`src/rtl/apb_master_if.sv`:
```
// Request/response handshake plus APB (AMBA 3) pins for apb_master.
// The master modport is the bridge; the slave modport is requester plus APB slave.
interface apb_master_if #(
    parameter int ADDR_W = 16,
    parameter int DATA_W = 32
);
    logic              req_valid;
    logic              req_ready;
    logic              req_write;
    logic [ADDR_W-1:0] req_addr;
    logic [DATA_W-1:0] req_wdata;
    logic              rsp_valid;
    logic [DATA_W-1:0] rsp_rdata;
    logic              rsp_err;
    logic [ADDR_W-1:0] PAddr;
    logic              PWrite;
    logic              PSel;
    logic              PEnable;
    logic [DATA_W-1:0] PWData;
    logic [DATA_W-1:0] PRData;
    logic              PReady;
    logic              PSlvErr;

    modport master (
        input  req_valid, req_write, req_addr, req_wdata, PRData, PReady, PSlvErr,
        output req_ready, rsp_valid, rsp_rdata, rsp_err, PAddr, PWrite, PSel, PEnable, PWData
    );

    modport slave (
        output req_valid, req_write, req_addr, req_wdata, PRData, PReady, PSlvErr,
        input  req_ready, rsp_valid, rsp_rdata, rsp_err, PAddr, PWrite, PSel, PEnable, PWData
    );
endinterface

```
`src/rtl/apb_master.sv`:
```
// Single-outstanding APB master: request handshake -> SETUP/ACCESS transfer -> response pulse.
// Optional ACCESS wait-state timeout enabled by defining APB_MASTER_TIMEOUT_EN.
module apb_master #(
    parameter int ADDR_W      = 16,
    parameter int DATA_W      = 32,
    parameter int TIMEOUT_CYC = 16
) (
    input  logic         clk,
    input  logic         Rst,
    apb_master_if.master bus
);
    if (!(DATA_W == 8 || DATA_W == 16 || DATA_W == 32) || TIMEOUT_CYC < 1) begin : g_param_check
        $error("apb_master: unsupported DATA_W or TIMEOUT_CYC");
    end

    typedef enum logic [1:0] {IDLE, SETUP, ACCESS} state_e;

    state_e            state_q;
    logic              req_ready_q;
    logic              rsp_valid_q;
    logic              rsp_err_q;
    logic [DATA_W-1:0] rsp_rdata_q;
    logic [ADDR_W-1:0] paddr_q;
    logic              pwrite_q;
    logic              psel_q;
    logic              penable_q;
    logic [DATA_W-1:0] pwdata_q;

    // Slave outputs are only meaningful in a completing ACCESS cycle.
    logic sample_en;
    logic timeout;
    assign sample_en = psel_q && penable_q && bus.PReady;

`ifdef APB_MASTER_TIMEOUT_EN
    localparam int WAIT_W = $clog2(TIMEOUT_CYC + 1);
    logic [WAIT_W-1:0] wait_q;

    assign timeout = (state_q == ACCESS) && !bus.PReady && (wait_q == WAIT_W'(TIMEOUT_CYC - 1));

    always_ff @(posedge clk or negedge Rst) begin
        if (!Rst) begin
            wait_q <= '0;
        end else if (state_q == SETUP) begin
            wait_q <= '0;
        end else if (state_q == ACCESS && !bus.PReady) begin
            wait_q <= wait_q + 1'b1;
        end
    end
`else
    assign timeout = 1'b0;
`endif

    always_ff @(posedge clk or negedge Rst) begin
        if (!Rst) begin
            state_q     <= IDLE;
            req_ready_q <= 1'b0;
            rsp_valid_q <= 1'b0;
            rsp_err_q   <= 1'b0;
            rsp_rdata_q <= '0;
            paddr_q     <= '0;
            pwrite_q    <= 1'b0;
            psel_q      <= 1'b0;
            penable_q   <= 1'b0;
            pwdata_q    <= '0;
        end else begin
            rsp_valid_q <= 1'b0;
            case (state_q)
                IDLE: begin
                    req_ready_q <= 1'b1;
                    if (bus.req_valid && req_ready_q) begin
                        paddr_q     <= bus.req_addr;
                        pwrite_q    <= bus.req_write;
                        if (bus.req_write) begin
                            pwdata_q <= bus.req_wdata;
                        end
                        psel_q      <= 1'b1;
                        req_ready_q <= 1'b0;
                        state_q     <= SETUP;
                    end
                end
                SETUP: begin
                    penable_q <= 1'b1;
                    state_q   <= ACCESS;
                end
                ACCESS: begin
                    if (sample_en || timeout) begin
                        rsp_rdata_q <= (sample_en && !pwrite_q) ? bus.PRData : '0;
                        rsp_err_q   <= sample_en ? bus.PSlvErr : 1'b1;
                        rsp_valid_q <= 1'b1;
                        psel_q      <= 1'b0;
                        penable_q   <= 1'b0;
                        req_ready_q <= 1'b1;
                        state_q     <= IDLE;
                    end
                end
                default: begin
                    psel_q    <= 1'b0;
                    penable_q <= 1'b0;
                    state_q   <= IDLE;
                end
            endcase
        end
    end

    assign bus.req_ready = req_ready_q;
    assign bus.rsp_valid = rsp_valid_q;
    assign bus.rsp_rdata = rsp_rdata_q;
    assign bus.rsp_err   = rsp_err_q;
    assign bus.PAddr     = paddr_q;
    assign bus.PWrite    = pwrite_q;
    assign bus.PSel      = psel_q;
    assign bus.PEnable   = penable_q;
    assign bus.PWData    = pwdata_q;
endmodule
```
`src/flat_wrapper.sv`:
```
// flat-port wrapper written by rule: the top's interface ports become plain ports
module apb_master_flat 
#(
    parameter int ADDR_W      = 16,
    parameter int DATA_W      = 32,
    parameter int TIMEOUT_CYC = 16
)
  (clk, Rst, bus_req_valid, bus_req_write, bus_req_addr, bus_req_wdata, bus_PRData, bus_PReady, bus_PSlvErr, bus_req_ready, bus_rsp_valid, bus_rsp_rdata, bus_rsp_err, bus_PAddr, bus_PWrite, bus_PSel, bus_PEnable, bus_PWData);
  apb_master_if #(.ADDR_W(ADDR_W), .DATA_W(DATA_W)) bus_i ();
  input  logic clk;
  input  logic Rst;
  input wire logic [$bits(bus_i.req_valid)-1:0] bus_req_valid;
  input wire logic [$bits(bus_i.req_write)-1:0] bus_req_write;
  input wire logic [$bits(bus_i.req_addr)-1:0] bus_req_addr;
  input wire logic [$bits(bus_i.req_wdata)-1:0] bus_req_wdata;
  input wire logic [$bits(bus_i.PRData)-1:0] bus_PRData;
  input wire logic [$bits(bus_i.PReady)-1:0] bus_PReady;
  input wire logic [$bits(bus_i.PSlvErr)-1:0] bus_PSlvErr;
  output wire logic [$bits(bus_i.req_ready)-1:0] bus_req_ready;
  output wire logic [$bits(bus_i.rsp_valid)-1:0] bus_rsp_valid;
  output wire logic [$bits(bus_i.rsp_rdata)-1:0] bus_rsp_rdata;
  output wire logic [$bits(bus_i.rsp_err)-1:0] bus_rsp_err;
  output wire logic [$bits(bus_i.PAddr)-1:0] bus_PAddr;
  output wire logic [$bits(bus_i.PWrite)-1:0] bus_PWrite;
  output wire logic [$bits(bus_i.PSel)-1:0] bus_PSel;
  output wire logic [$bits(bus_i.PEnable)-1:0] bus_PEnable;
  output wire logic [$bits(bus_i.PWData)-1:0] bus_PWData;
  assign bus_i.req_valid = bus_req_valid;
  assign bus_i.req_write = bus_req_write;
  assign bus_i.req_addr = bus_req_addr;
  assign bus_i.req_wdata = bus_req_wdata;
  assign bus_i.PRData = bus_PRData;
  assign bus_i.PReady = bus_PReady;
  assign bus_i.PSlvErr = bus_PSlvErr;
  assign bus_req_ready = bus_i.req_ready;
  assign bus_rsp_valid = bus_i.rsp_valid;
  assign bus_rsp_rdata = bus_i.rsp_rdata;
  assign bus_rsp_err = bus_i.rsp_err;
  assign bus_PAddr = bus_i.PAddr;
  assign bus_PWrite = bus_i.PWrite;
  assign bus_PSel = bus_i.PSel;
  assign bus_PEnable = bus_i.PEnable;
  assign bus_PWData = bus_i.PWData;
  apb_master #(.ADDR_W(ADDR_W), .DATA_W(DATA_W), .TIMEOUT_CYC(TIMEOUT_CYC)) u_core (.clk(clk), .Rst(Rst), .bus(bus_i));
endmodule
```
`config.mk`:
```
export PLATFORM = sky130hd
export DESIGN_NAME = apb_master_flat
export DESIGN_NICKNAME = d
export VERILOG_FILES = /design/src/rtl/apb_master_if.sv /design/src/rtl/apb_master.sv /design/src/flat_wrapper.sv
export SDC_FILE = /design/constraint.sdc
export NUM_CORES = 1
export LEC_CHECK = 0
export CORE_AREA = 2 2 87 105
export DETAILED_ROUTE_END_ITERATION = 16
export DIE_AREA = 0 0 89 107
export PLACE_DENSITY = 0.83
export SYNTH_ARGS = -nofsm -noshare
export SYNTH_HDL_FRONTEND = slang
export SYNTH_SLANG_ARGS = --single-unit
```
`constraint.sdc`:
```
create_clock -name clk -period 2.95 [get_ports clk]
set_input_delay 0.295 -clock clk [delete_from_list [all_inputs] [get_ports clk]]
set_output_delay 0.295 -clock clk [all_outputs]
set_load 0.05 [all_outputs]
```
* Yosys cells after proc, flatten, opt, wreduce, memory -nomap -nowiden
Index checks and enable logic that the tools add are counted.
** Word-level totals
- Bits in registers :: 88
- Input bits :: 86
- Output and inout bits :: 86
- Word-level logic and storage cells :: 43
** Cells by class
- Eq/ne operators :: 4
- Mux-type cells :: 13
- Bitwise logic cells :: 2
- Reduce and logical (&&, ||, !) cells :: 14
** Operator list (count)
- 32-bit 2-to-1 mux :: 1
- 2-bit AND reduction :: 5
- 1-bit 2-to-1 mux :: 6
- 1-bit case mux with 3 select lines :: 2
- 2-bit case mux with 3 select lines :: 1
- 3-bit AND reduction :: 2
- 1-bit logical AND :: 4
- 2-bit 2-to-1 mux :: 2
- 2-bit by 1-bit inequality test with 1-bit output (second input constant) :: 2
- 2-bit by 1-bit equality test with 1-bit output (second input constant) :: 1
- 2-bit equality test (second input constant) :: 1
- 2-bit logical NOT :: 1
- 1-bit NOT :: 2
- 1-bit case mux with 2 select lines :: 1
- 2-bit nonzero test :: 1
- 1-bit logical NOT :: 1

* Longest topological paths before layout
- Depth in word-level cells :: 4
- Depth in mapped cells :: 5
- Depth with buffers taken out :: 3

* Least setup slack after synthesis
OpenSTA, ideal clock, no wires.
- Path type :: reg-to-reg
- From :: register u_core.psel_q, in the netlist u_core.bus.PSel
- To :: register u_core.rsp_rdata_q[13], in the netlist u_core.bus.rsp_rdata[13]
- Setup time :: 0.125 ns
- Arrival time :: 1.754 ns
- Data required time :: 2.825 ns
- Slack :: 1.071 ns
- Stages on the path, launching flop included :: 5
- Path through :: dfrtp_1 -> nand3_2 -> nor3b_4 -> buf_6 -> mux2_2
** On the way
- Longest elaborated chain between the ends :: 4
- Elaborated cells between the ends (all ways) :: 5
** RTL lines
- start, declared :: line apb_master.sv:25 : logic psel_q;
- start signal, assigned :: line apb_master.sv:62 : psel_q <= 1'b0;
- start signal, assigned :: line apb_master.sv:76 : psel_q <= 1'b1;
- start signal, assigned :: line apb_master.sv:90 : psel_q <= 1'b0;
- 1-bit logical AND * (2 in series) :: line apb_master.sv:32 : assign sample_en = psel_q && penable_q && bus.PReady;
- 1-bit logical AND :: line apb_master.sv:87 : rsp_rdata_q <= (sample_en && !pwrite_q) ? bus.PRData : '0;
- 32-bit 2-to-1 mux :: line apb_master.sv:87
- end signal, assigned :: line apb_master.sv:87
- end, declared :: line apb_master.sv:22 : logic [DATA_W-1:0] rsp_rdata_q;
Mark *: on every way between the ends. The rest lies on a longest branch, timed or not.
A chain may end at the register's enable or synchronous reset.

* Final worst setup path
- From :: register u_core.state_q[0]
- To :: register u_core.pwdata_q[13], in the netlist u_core.bus.PWData[13]
** On the way
- Longest elaborated chain between the ends :: 2
** RTL lines
- start, declared :: line apb_master.sv:18 : state_e state_q;
- start signal, assigned :: line apb_master.sv:55 : state_q <= IDLE;
- start signal, assigned :: line apb_master.sv:78 : state_q <= SETUP;
- start signal, assigned :: line apb_master.sv:83 : state_q <= ACCESS;
- 2-bit logical NOT :: line apb_master.sv:67 : case (state_q)
- 3-bit AND reduction (no source line)
- end signal, assigned :: line apb_master.sv:74 : pwdata_q <= bus.req_wdata;
- end, declared :: line apb_master.sv:27 : logic [DATA_W-1:0] pwdata_q;
Every way passes these cells.

==> metrics.md <==
| Metric | Value |
|---|---|
| DRT antenna net count | 0 |
| Global Route Usage Sum | 0.173 |
| Static power due to leakage | 2.48 nW |
| Post-layout instance count excluding filler cells | between 500 and 600 |
| Routed length per instance | 15.7 microns |
| Transition time at the pin with the least slew margin | around 1.1 ns |
| Hold crit path type | primary input to async pin |
| Setup violation total in the final timing report | 0 |
| Synthesized net count | 316 |
| Pin count of the biggest net entering global routing | slightly below 90 |
| Path type of the worst setup path | flip-flop to flip-flop |
| End-of-flow core utilization | 0.660 |
| Horizontal die dimension | between 80 and 90 microns |
| Data required time at the worst endpoint | ~3.2 ns |
| Number of instances resized during post-cts repair | 0 |
| Per-instance average area after synthesis | ~16 sq um |
| DRC | 0 |
| Pwr Density | about 1300 mW/mm^2 |
| Vias in the first global route | between 2000 and 3000 |
| Capturing element type of the critical path | flip-flop |
| Highest Clock Rate | between 500 and 600 MHz |
| Post-CTS Hold Fix Bufs | 0 |
| Sum of negative setup slack | 0 ns |
| Buffer type at the clock tree root | clkbuf_8 |
| Via/cell ratio | 4.63 |
| Sequential cell area fraction in the yosys report | 0.604 |
| Number of vias after detailed routing | 2428 |
| Sink count of the clock tree | between 80 and 90 |
| Worst-case headroom to the max-slew limit | 0.272 |
| Max Cap Violations | 0 |
| Launching element type of the critical path | flip-flop |
| Synth Warn # | 0 |
| Die area | roughly 0.0095 sq mm |
| Shortest period the worst path allows | roughly 2 ns |
| Length in cells of the worst reg-to-reg path | 3 |
| Clock tree skew after final layout | a little over 0.005 ns |
| Clock latency on the worst-skew pair | around 0.35 ns |
| Area growth from synthesis to layout | 54.2% |
| Cell Area, Synth | between 0.003 and 0.004 sq mm |
| Count of unique library cells instantiated by Yosys | 20 |
| Fin nets | just under 500 |
| Total half-perimeter wirelength after legalization and detailed placement | roughly 5900 microns |
| Total iterations of the first detailed-routing run | 2 |
| Final routed wirelength across all metal layers | just over 8000 microns |
| Number of H-tree levels | 3 |
| Unrepaired setup endpoints after global routing | false |
| Cells after synthesis | between 200 and 250 |
| Period utilization | 0.676 |
| Global placement routability congestion | a little over 0.7 |
| Area of the core | around 0.0085 sq mm |
| Smallest setup slack after layout | 0.956 ns |
| Number of cells after detailed placement | 508 |
| Outcome | finished clean |
| Initial antenna violation count | 0 |
| Peak ir drop on the vdd network | between 0.0007 and 0.0008 V |
| Largest fanout on the critical path | 33 |
| Count of buffers from port buffering | 171 |
| Data arrival time of the critical path | between 2 and 2.5 ns |
| Die Ht | around 110 microns |
| Final total power | 7.53 mW |
| Number of CTS-inserted buffers | 9 |
| Iteration-0 DRC count of the detailed router | a little over 50 |
| Hold Violations, Final | 0 |
| Number of core rows | 37 |
| Number of top-level pins | roughly 170 |
| Register-to-Register Setup Slack | 0.96 ns |
| First-pass GRT wire length | 12600 microns |
| Leftover overflow at the end of global routing | 0 |
| Clock slew at reported path FFs | approximately 0.08 ns |
| Layout fillers | roughly 670 |
| Inserted Diodes | 0 |
| Number of buffers added for setup after CTS | 0 |
| DP Worst Slack | 0.764 ns |
| Capture instance of the worst register-to-register path | u_core.bus.PWData[13] |
| Fraction of final layout cells with drive strength greater than 1 | 0.243 |
| Beginning of the worst register-to-register path | u_core.state_q[0] |
| CTS tree | yes |
| Maximum buffer depth of the clock tree | 2 |
| Max-slew violations | 0 |
| Register bit total from synthesis | 88 |
| Initial Utilization | 0.428 |
## layer usage
layer / global-route usage / part of all wire
met1: 0.197 / 0.38
met2: 0.290 / 0.51
met3: 0.0577 / 0.082
met4: 0.0810 / 0.023
met5: 0 / 0
## cell type report
class	instances	area (sq um)	area share
Multi-Input combinational cell	129	1350	0.239
Sequential cell	88	2200	0.392
Inverter	1	3.75	0.000668
Clock buffer	13	159	0.0283
Clock inverter	3	40.0	0.00712
Tap cell	117	146	0.0260
Timing Repair Buffer	173	1720	0.307
## through the flow
stage / instance area (sq um) / hold slack, ns
after floorplan: 3650 / -0.000591
after global placement: 5420 / 0.469
after detailed placement: 5420 / 0.485
after CTS: 5620 / 0.187
after global routing: 5620 / 0.219
final: 5620 / 0.146
## registers in the layout (all words and copies together) (netlist names)
name,cells
u_core.bus.PAddr,16
u_core.bus.PEnable,1
u_core.bus.PSel,1
u_core.bus.PWData,32
u_core.bus.PWrite,1
u_core.bus.req_ready,1
u_core.bus.rsp_err,1
u_core.bus.rsp_rdata,32
u_core.bus.rsp_valid,1
u_core.state_q,2
## how the worst max path moves through the flow
stage,start,to,slack [ns],cells after the start
after floorplan,u_core.bus.PSel,u_core.bus.rsp_rdata[13],1.07,4
after global placement,bus_req_valid,u_core.bus.PWData[19],0.78,4
after detailed placement,bus_req_valid,u_core.bus.PWData[3],0.76,4
after CTS,u_core.state_q[0],u_core.bus.PWData[24],0.93,3
after global routing,u_core.state_q[0],u_core.bus.PWData[26],0.87,3
final,u_core.state_q[0],u_core.bus.PWData[13],0.96,3
## power by group
group	switching [mW]	total [mW]	internal [mW]
clock network	0.401	0.837	0.436
registers	0.342	2.15	1.80
logic	2.78	4.55	1.77
total	3.52	7.53	4.01
## kinds of logic after synthesis
| logic type | after synthesis | share of synthesized area |
|---|---|---|
| buffers and inverters | 13 | 0.0268 |
| flip-flops | 88 | 0.604 |
| multiplexers | 82 | 0.283 |
| AND/OR/NAND/NOR | 41 | 0.0755 |
| AO/OA/AOI/OAI | 6 | 0.0110 |
## cell usage in the layout (no fill, tap or decap), drive strengths merged
cell type	netlist	final
nand3	1	1
o21ai	1	1
a21o	3	3
a21oi	1	1
inv	1	1
clkbuf	3	13
bufinv	0	1
mux2i	1	1
o21bai	1	1
nor2	3	3
dfrtp	88	88
nor2b	32	32
clkdlybuf4s50	0	170
buf	9	3
and4bb	1	1
clkinv	0	2
mux2	81	81
nand2	3	3
nor3b	1	1
## synth_stat cells
library cell  instances  share of area
buf_2                 3         0.0041
mux2_4               29           0.12
inv_1                 1         0.0010
a21oi_1               1         0.0014
a21o_1                3         0.0062
dfrtp_1              88           0.60
nor2b_1              32          0.055
nand2_4               1         0.0031
nand3_2               1         0.0027
o21bai_1              1         0.0021
nor2_1                3         0.0031
o21ai_0               1         0.0014
mux2_1                3         0.0093
nor3b_4               1         0.0051
buf_6                 6          0.019
mux2i_1               1         0.0027
clkbuf_1              3         0.0031
mux2_2               49           0.15
and4bb_4              1         0.0045
nand2_1               2         0.0021
## worst max-delay path: stages, from the launching register on
cell,delay (ns)
dfrtp_1,0.48
and4bb_4,0.57
nand2_4,0.39
mux2_4,0.42
(Power assumes the default switching activity.)
